--- config.mk ---
export PLATFORM = sky130hd
export DESIGN_NAME = serial_bit_tx
export DESIGN_NICKNAME = d
export VERILOG_FILES = /design/src/rtl/serial_bit_tx.sv
export SDC_FILE = /design/constraint.sdc
export NUM_CORES = 1
export LEC_CHECK = 0
export ABC_CLOCK_PERIOD_IN_PS = 3150
export BUFFER_PORTS_ARGS = -buffer_cell sky130_fd_sc_hd__buf_2
export CAP_MARGIN = 20
export CORE_ASPECT_RATIO = 0.9
export CORE_MARGIN = 4
export CORE_UTILIZATION = 25
export DETAILED_ROUTE_END_ITERATION = 16
export SLEW_MARGIN = 25
export SYNTH_ARGS = -nofsm -noshare
export SYNTH_HDL_FRONTEND = slang
export SYNTH_SLANG_ARGS = --single-unit
export TNS_END_PERCENT = 5
--- constraint.sdc ---
create_clock -name clk -period 3.15 [get_ports clk]
set_clock_uncertainty 0.15 [all_clocks]
set_input_delay 0.1575 -clock clk [delete_from_list [all_inputs] [get_ports clk]]
set_output_delay 0.1575 -clock clk [all_outputs]
set_load 0.02 [all_outputs]
--- src/rtl/serial_bit_tx.sv ---
// serial_bit_tx: parallel-in, serial-out bit launcher.
// Accepts a word on a valid/ready handshake and sends it MSB-first, one bit per clk,
// with a frame strobe and last-bit flag, followed by a fixed inter-frame gap.
module serial_bit_tx #(
  parameter int unsigned WIDTH     = 8,
  parameter int unsigned IDLE_BITS = 1
) (
  input  logic             clk,
  input  logic             rst_n,
  input  logic [WIDTH-1:0] tx_data,
  input  logic             tx_valid,
  output logic             tx_ready,
  output logic             ser_data,
  output logic             ser_frame,
  output logic             ser_last,
  output logic             busy
);

  // Bit counter spans 0..WIDTH-1, gap counter spans 0..IDLE_BITS-1; both at least 1 bit.
  localparam int unsigned CNT_W    = (WIDTH > 2) ? $clog2(WIDTH) : 1;
  localparam int unsigned GAP_W    = (IDLE_BITS > 2) ? $clog2(IDLE_BITS) : 1;
  localparam int unsigned GAP_LAST = (IDLE_BITS > 0) ? IDLE_BITS - 1 : 0;
  // The MSB goes straight to the line on accept, so only the remaining bits are held.
  localparam int unsigned SH_W     = WIDTH - 1;

  typedef enum logic [1:0] {
    S_IDLE  = 2'd0,
    S_SHIFT = 2'd1,
    S_GAP   = 2'd2
  } state_t;

  state_t            r_state;
  logic [SH_W-1:0]   r_shift;
  logic [CNT_W-1:0]  r_bit_cnt;
  logic [GAP_W-1:0]  r_gap_cnt;
  logic              r_ser_data;
  logic              r_ser_frame;
  logic              r_ser_last;
  logic              r_busy;

  logic              w_accept;
  logic              w_bit_end;
  logic              w_gap_end;

  assign w_accept  = tx_valid && (r_state == S_IDLE);
  assign w_bit_end = (r_bit_cnt == CNT_W'(WIDTH - 1));
  assign w_gap_end = (r_gap_cnt == GAP_W'(GAP_LAST));

  // Ready depends on state only so upstream never sees a valid-to-ready loop.
  assign tx_ready  = (r_state == S_IDLE);
  assign ser_data  = r_ser_data;
  assign ser_frame = r_ser_frame;
  assign ser_last  = r_ser_last;
  assign busy      = r_busy;

  // Frame sequencer: load on accept, walk bits MSB to LSB, then hold the gap.
  always_ff @(posedge clk or negedge rst_n) begin
    if (!rst_n) begin
      r_state     <= S_IDLE;
      r_shift     <= '0;
      r_bit_cnt   <= '0;
      r_gap_cnt   <= '0;
      r_ser_data  <= 1'b0;
      r_ser_frame <= 1'b0;
      r_ser_last  <= 1'b0;
      r_busy      <= 1'b0;
    end else begin
      case (r_state)
        S_IDLE: begin
          if (w_accept) begin
            r_state     <= S_SHIFT;
            r_shift     <= tx_data[SH_W-1:0];
            r_ser_data  <= tx_data[WIDTH-1];
            r_ser_frame <= 1'b1;
            r_ser_last  <= 1'b0;
            r_bit_cnt   <= '0;
            r_busy      <= 1'b1;
          end
        end
        S_SHIFT: begin
          if (w_bit_end) begin
            r_ser_data  <= 1'b0;
            r_ser_frame <= 1'b0;
            r_ser_last  <= 1'b0;
            r_bit_cnt   <= '0;
            r_gap_cnt   <= '0;
            if (IDLE_BITS > 0) begin
              r_state <= S_GAP;
              r_busy  <= 1'b1;
            end else begin
              r_state <= S_IDLE;
              r_busy  <= 1'b0;
            end
          end else begin
            r_ser_data <= r_shift[SH_W-1];
            r_shift    <= r_shift << 1;
            r_bit_cnt  <= r_bit_cnt + CNT_W'(1);
            r_ser_last <= (r_bit_cnt == CNT_W'(WIDTH - 2));
          end
        end
        S_GAP: begin
          if (w_gap_end) begin
            r_state   <= S_IDLE;
            r_busy    <= 1'b0;
            r_gap_cnt <= '0;
          end else begin
            r_gap_cnt <= r_gap_cnt + GAP_W'(1);
          end
        end
        default: begin
          r_state     <= S_IDLE;
          r_ser_data  <= 1'b0;
          r_ser_frame <= 1'b0;
          r_ser_last  <= 1'b0;
          r_busy      <= 1'b0;
        end
      endcase
    end
  end

endmodule
==> results.ini, run 1 <==
[run_status]
outcome=completed

[synth]
ys_seq_elements=16
synth-seq-area-share_pct=51.12
syn-cell-area_sq_um=783.3
synthesis.nets=80
ys_warn_count=0
synthCells=66
avgSynthCellArea_sq_um=11.87
synth.distinct_cells=22

[floorplanning]
die_y_microns=61.10
die_area_sq_um=4094
initial_core_util_pct=27.38
core_area_sq_um=2860
rows=18
die_w_microns=67
ios=16

[sta]
tns_ns=0
fmax_mhz=471.3
finalCritPeriodShare_pct=67.37
setup_viol=0
worst_slew_pin_slew_ns=0.6820
slew_headroom_pct=54.44
finalHoldViolations=0
hold_slack_ns=0.03223
rsz0062_at_grt=false
slew_violations=0
finalCriticalPeriod_ns=2.122

[global_route]
grt-ovfl-total=0
antenna_found_initial=0
grt_pass1_wl_microns=2346
grt_usage_pct=7.719
grt_max_degree=17
grt_pass1_vias=505

[place]
place_congestion=0.7561
portBuffers=15
place_hpwl_microns=1071

[power]
peakVddDrop_mv=0.1942
powerDensity_nw_per_um2=908.3
total_power_uw=866.0
p_leak_uw=0.0004437

[hold_path]
hp-class=in2reg
holdPathStages=3
hp-start=tx_data[7]
holdPathEnd=ser_data

[run]
max-cap-violations=0

[setup_path]
start_kind=flop
path_max_fanout=13
critPathKind=reg2reg
r2r_slack_ns=1.03
crit_slowest_cell=nor2b_1
r2r_start=r_state[0]
worstReg2RegEnd=r_shift[3]
cp.arrival_ns=2.15
endpoint_kind=flop
path_cells=nor2b_1 > mux2_2 > mux2_2
critPathRequiredTime_ns=3.18
rr_worst_depth=3
path_buf_inv=0
cp_top_family=multiplexers
crit_top_cell=mux2_2
max_stage_delay_ns=0.62

[clock_network]
clock-root-buffer=clkbuf_4
cts_tree=built
cts_buffers=3
clock_latency_ns=0.29
cts.clk_slew.worst_paths_ns=0.09
ctsResizeCount=0
clk_path_buf_depth=2
cts_num_sinks=16
htree_levels=1

[detailed_routing]
viasPerCell=4.312
via_count=539
first_pass_iters=4
drc=0
antenna_left=0
wl_per_cell_microns=11.40
postRouteWirelength_microns=1425
drtIter0Drc=44

[cells_and_area]
fillCellCount=312
diodes=0
drive_gt1_share_pct=38.82
multiInputGateArea_sq_um=350.3
area_growth_pct=21.73
final-seq-area_sq_um=400.4
final_nets=100

[how the worst max path moves through the flow]
stage | startpoint | end | slack, ns | depth (start not counted)
6_report | r_state[0] | r_shift[3] | 1.03 | 3
5_1_grt | r_state[0] | r_shift[1] | 0.89 | 3
4_1_cts | r_state[0] | r_shift[1] | 1.03 | 3
3_5_place_dp | r_state[0] | r_shift[3] | 1.05 | 3
3_3_place_gp | r_state[0] | r_shift[6] | 1.09 | 3
2_1_floorplan | r_bit_cnt[0] | r_shift[1] | 1.21 | 5
[layout make-up]
cell class              instances  share of cell area, %
well taps                      40                  5.249
inverters                       3                  1.181
repair buffers                 18                  11.02
multi-input cells              44                  36.75
flip-flops and latches         16                  41.99
clock buffers                   4                  3.806
[cell families (layout without fill, tap and decap cells)]
logic type      after synthesis  in the layout  synth area share [%]
mux                          12             12                 17.25
compound gates               12             12                 11.34
simple gates                 17             17                 11.34
fa+ha+maj                     3              3                 4.793
buf+inv                       6             25                 4.152
flops                        16             16                 51.12
[synthesized netlist by cell type]
master     count  area [sq um]
clkbuf_2       1         5.000
o21ai_0        3         15.01
nor2b_1        2         12.51
nor2_1         5         18.77
o21ai_4        1         16.27
dfrtp_1       16         400.4
nor3_1         1         5.000
o2bb2ai_1      1         8.760
a22o_1         1         8.760
a32o_1         1         10.01
ha_1           3         37.54
nor3b_1        1         7.510
o21bai_1       2         15.01
nand2b_1       2         12.51
or3b_4         1         11.26
buf_2          1         5.000
mux2_2        12         135.1
inv_1          3         11.26
a21oi_1        3         15.01
and2_1         1         6.260
buf_6          1         11.26
nand2_1        4         15.01
[layer usage]
metal / wire [microns] / up-vias / GRT usage, %
li1: - / 265 / -
met1: 685 / 260 / 9.438
met2: 613 / 14 / 12.18
met3: 126 / 0 / 4.015
met4: 0 / 0 / 1.734
met5: 0 / - / 0
[report_power, final]
part           internal (uW)  switching, uW  leakage (uW)
sequential               291           66.0      0.000194
combinational            203            169      0.000228
clock                   70.4           66.0     0.0000210
[flip-flops by register name, indices dropped and copies added (netlist names)]
name and cells:
r_bit_cnt 3, r_shift 7, r_state 2, ser_frame 1
ser_data 1, busy 1, ser_last 1
[worst min-delay path, stage by stage]
cell and delay [ns]:
buf_2 0.08, o21bai_1 0.06, a21oi_1 0.13
[metrics by stage]
step	instance area (sq um)	std cells	setup WS [ns]	utilization [%]
3_3_place_gp	887.1	118	1.087	31.01
4_1_cts	953.4	125	1.026	33.33
6_report	953.4	125	1.028	33.33
5_1_grt	953.4	125	0.8857	33.33
3_5_place_dp	887.1	118	1.048	31.01
2_1_floorplan	783.3	66	1.211	-
[what timing repair did]
action | CTS | global route
buffers inserted | 0 | 0
endpoints found under the hold margin | 18 | 0
hold buffers | 3 | 0
[cells in the final DEF, fill, tap and decap left out, drive strengths merged]
cell | Yosys | final
nor3b | 1 | 1
nand2 | 4 | 4
nor2b | 2 | 2
a32o | 1 | 1
nand2b | 2 | 2
and2 | 1 | 1
dfrtp | 16 | 16
o21ai | 4 | 4
or3b | 1 | 1
inv | 3 | 3
o2bb2ai | 1 | 1
a21oi | 3 | 3
o21bai | 2 | 2
nor3 | 1 | 1
a22o | 1 | 1
mux2 | 12 | 12
dlygate4sd3 | 0 | 3
buf | 2 | 15
ha | 3 | 3
clkbuf | 1 | 4
nor2 | 5 | 5
Power figures use the tool's default switching activity.
==> run 2: changes to the inputs <==
ABC_CLOCK_PERIOD_IN_PS = 1900   (was 3150)
clock period = 1.9 ns   (was 3.15 ns; I/O delays follow)
==> run 2 against run 1 <==
  * Non-clock buffer count grew 9
  * Hold slack lost 0.010 ns
  * Critical path depth increased by 2
  * Sequential share of layout area down 3.8 points
  * Cell area increased by 9.8%
  * Via count is 5.4% higher
  * Utilization increased by 3.3 points
  * Wire length grew 13%
  * Count of clock-buffer cells in the layout fell by 1
  * First-iteration DRC count is 20% lower
  * Critical path type unchanged
  * Highest routed layer is now met4
==> results.ini, run 2 (synthesis gave the netlist of run 1 again) <==
[sta]
slew_violations=0
slew_headroom_pct=75.82
finalCritPeriodShare_pct=99.23
rsz0062_at_grt=true
tns_ns=0
finalCriticalPeriod_ns=1.885
setup_viol=0
finalHoldViolations=0
layout_setup_ws_ns=0.01464
worst_slew_pin_slew_ns=0.3627
hold_slack_ns=0.02176
fmax_mhz=530.4

[setup_path]
path_max_fanout=7
rr_worst_depth=5
worstReg2RegEnd=r_shift[3]
critPathKind=reg2reg
r2r_start=r_bit_cnt[1]
critPathRequiredTime_ns=1.92
r2r_slack_ns=0.01
start_kind=flop
cp.arrival_ns=1.91
endpoint_kind=flop

[cells_and_area]
reg.largest.list=r_shift (7), r_bit_cnt (3), r_state (2)
drive_gt1_share_pct=45.16
largest_register_ffs=7
design_area_sq_um=1047
largest-register=r_shift
mostFrequentLayoutCells=16 x dfrtp_1, 15 x buf_2, 8 x buf_4
finalCoreUtilization_pct=36.61
diodes=0
area_growth_pct=33.71
final_common_cell=dfrtp_1
final_nets=109

[clock_network]
cts_num_sinks=16
clock_latency_ns=0.28
cts.clk_slew.worst_paths_ns=0.09
htree_levels=1
clk_path_buf_depth=2
cts_buffers=3
clock-root-buffer=clkbuf_4
cts_tree=built

[detailed_routing]
drtIter0Drc=35
antenna_left=0
wl_per_cell_microns=12.16
viasPerCell=4.271
drc=0
first_pass_iters=3
via_count=568
postRouteWirelength_microns=1617

[power]
peakVddDrop_mv=0.4716
p_leak_uw=0.0005013
powerDensity_nw_per_um2=1542

[global_route]
grt_max_degree=17
antenna_found_initial=0
grt-ovfl-total=0
grt_pass1_vias=577
grt_pass1_wl_microns=2670
grt_usage_pct=9.042

[floorplanning]
core_area_sq_um=2860
initial_core_util_pct=27.38
ios=16
die_w_microns=67
rows=18
die_area_sq_um=4094
die_y_microns=61.10

[place]
portBuffers=15
place_congestion=0.7451
place_hpwl_microns=1160
dpl_cell_area_sq_um=934.6
place_ws_ns=-0.05041

[hold_path]
holdPathStages=3
hp-start=tx_data[6]
hp-class=in2reg
holdPathEnd=r_shift[6]

[run]
max-cap-violations=0

[run_status]
outcome=completed

[run 2: worst max-delay path by stage]
stage,startpoint,to,cells past startpoint
floorplan,r_bit_cnt[0],r_shift[1],5
global placement,r_bit_cnt[1],r_shift[1],5
CTS,r_bit_cnt[1],r_shift[2],5
detailed placement,r_bit_cnt[0],r_shift[2],5
finish,r_bit_cnt[1],r_shift[3],5
global route,r_bit_cnt[1],r_shift[1],5
[run 2: where the power goes]
group          leakage, uW  switching [uW]  internal (uW)
logic             0.000293             355            505
registers         0.000194            95.6            483
clock network    0.0000138             102           73.5
[run 2: final cells by class]
cell class                 instances  area [sq um]
tap                               40         50.05
timing repair buffer              27         175.2
clock buffer                       3         22.52
inverter                           3         11.26
multi-input combinational         44         387.9
sequential                        16         400.4
fill                             297          1813
[run 2: metal layers]
metal	share of wire, %	global-route usage (%)
met5	0	0
met2	45	14.71
met3	5.3	4.380
met4	0.62	1.734
met1	49	11.02
[run 2: metrics by stage]
step                      instances  power (uW)
final                           133        1615
after detailed placement        124        1319
after floorplan                  66        1104
after global placement          124        1291
after global routing            133        1750
after CTS                       133        1621
[run 2: timing repair]
action / CTS / global route
hold buffers: 4 / 0
hold endpoints to repair: 19 / 0
pin swaps: 2 / 0
setup endpoints to repair: 6 / 6
resized for setup: 7 / 1
buffers inserted: 2 / 0
gates cloned: 0 / 0
[run 2: critical path, stage by stage (launching register included)]
cell and delay [ns]:
dfrtp_1 0.39, ha_2 0.20, ha_4 0.16, or3b_4 0.38, o21ai_4 0.15, mux2_4 0.33
==> run 3: changes to the inputs <==
ABC_CLOCK_PERIOD_IN_PS = 2400   (was 1900)
clock period = 2.4 ns   (was 1.9 ns; I/O delays follow)
==> run 3 against run 2 <==
  * Register-to-register slack improved by 0.36 ns
  * Flip-flop and latch count stayed put
  * Final cell count shrank 4.5%
  * Non-clock buffer count decreased by 7
  * Global-route usage down 0.89 points
  * Via count down 3.9%
  * Wire length decreased by 12%
  * Largest power group unchanged
  * Largest cell class unchanged
  * First-iteration DRC count fell by 14%
  * Combinational power fell by 40%
==> results.ini, run 3 (synthesis gave the netlist of run 1 again) <==
[place]
place_hpwl_microns=1083
place_congestion=0.7496
portBuffers=15

[cells_and_area]
reg.largest.list=r_shift (7), r_bit_cnt (3), r_state (2)
largest_register_ffs=7
area_growth_pct=23.64
diodes=0
mostFrequentLayoutCells=16 x dfrtp_1, 15 x buf_2, 12 x mux2_2
final_nets=102
final_common_cell=dfrtp_1
drive_gt1_share_pct=40.23
largest-register=r_shift

[power]
total_power_uw=1158
peakVddDrop_mv=0.4578
p_leak_uw=0.0004528
powerDensity_nw_per_um2=1196

[sta]
rsz0062_at_grt=false
setup_viol=0
finalCritPeriodShare_pct=84.57
slew_violations=0
finalCriticalPeriod_ns=2.030
finalHoldViolations=0
tns_ns=0
slew_headroom_pct=73.88
worst_slew_pin_slew_ns=0.3917
fmax_mhz=492.7

[setup_path]
worstSetupStartpoint=r_bit_cnt[0]
critPathRequiredTime_ns=2.43
endpoint=r_shift[2]
critPathKind=reg2reg
start_kind=flop
endpoint_kind=flop
r2r_start=r_bit_cnt[0]
cp.arrival_ns=2.06
path_max_fanout=8
r2r_slack_ns=0.37
rr_worst_depth=5
worstReg2RegEnd=r_shift[2]

[hold_path]
hp-class=in2reg
hp-start=tx_data[7]

[clock_network]
cts_num_sinks=16
cts.clk_slew.worst_paths_ns=0.09
clock-root-buffer=clkbuf_4
clk_path_buf_depth=2
htree_levels=1
cts_tree=built
cts_buffers=3
postCtsSetupBuffers=0
clock_latency_ns=0.28

[detailed_routing]
dr_wl_met3_microns=102
top_layer=met4
drc=0
viasPerCell=4.299
via_count=546
m1WireLength_microns=707
postRouteWirelength_microns=1424
routed-wl-met2_microns=602
wl_per_cell_microns=11.21
first_pass_iters=4
drtIter0Drc=30
antenna_left=0

[global_route]
grt_pass1_wl_microns=2435
antenna_found_initial=0
grt-ovfl-total=0
grt_usage_pct=8.149
grt_pass1_vias=541
grt_max_degree=17

[run_status]
outcome=completed

[floorplanning]
initial_core_util_pct=27.38
die_w_microns=67
die_y_microns=61.10
die_area_sq_um=4094
rows=18
ios=16
core_area_sq_um=2860

[run]
max-cap-violations=0

-- run 3: metrics by stage --
stage          setup slack (ns)  utilization, %  instances  area (sq um)  hold slack (ns)
6_report                 0.3704           33.86        127         968.4         0.006657
5_1_grt                  0.2702           33.86        127         968.4          0.02635
4_1_cts                  0.3626           33.86        127         968.4        0.0003098
3_5_place_dp             0.3761           31.54        120         902.1         -0.09278
3_3_place_gp             0.4005           31.54        120         902.1         -0.09937
2_1_floorplan            0.4613               -         66         783.3          -0.3256
-- run 3: what timing repair did --
action,in CTS,in global routing
gates resized for setup,0,0
hold endpoints to repair,18,0
hold buffers,3,0
-- run 3: area by class of cell --
type	instances	area, sq um
clock buffer	4	36.28
fill	303	1892
inverter	3	11.26
multi-input combinational	44	350.3
sequential	16	400.4
tap	40	50.05
timing repair buffer	20	120.1
-- run 3: where the power goes --
group / switching, uW / internal, uW
sequential: 85.8 / 382
combinational: 225 / 288
clock: 85.3 / 92.3
total: 396 / 762
-- run 3: worst min path at each step --
stage,end,slack (ns),cells after the start
5_1_grt,ser_data,0.03,3
3_5_place_dp,ser_last,-0.09,1
6_report,ser_data,0.007,3
3_3_place_gp,ser_last,-0.1,1
2_1_floorplan,busy,-0.33,0
4_1_cts,ser_data,0.0003,3
-- run 3: routing by layer --
| layer | up-vias | GRT usage, % |
|---|---|---|
| li1 | 267 | - |
| met1 | 257 | 10.57 |
| met2 | 20 | 12.32 |
| met3 | 2 | 4.015 |
| met4 | 0 | 1.734 |
| met5 | - | 0 |
-- run 3: critical path, cell delays in order (launching register included) --
cell and delay [ns]:
dfrtp_1 0.41, ha_1 0.21, ha_1 0.23, or3b_4 0.43
o21ai_4 0.13, mux2_2 0.37
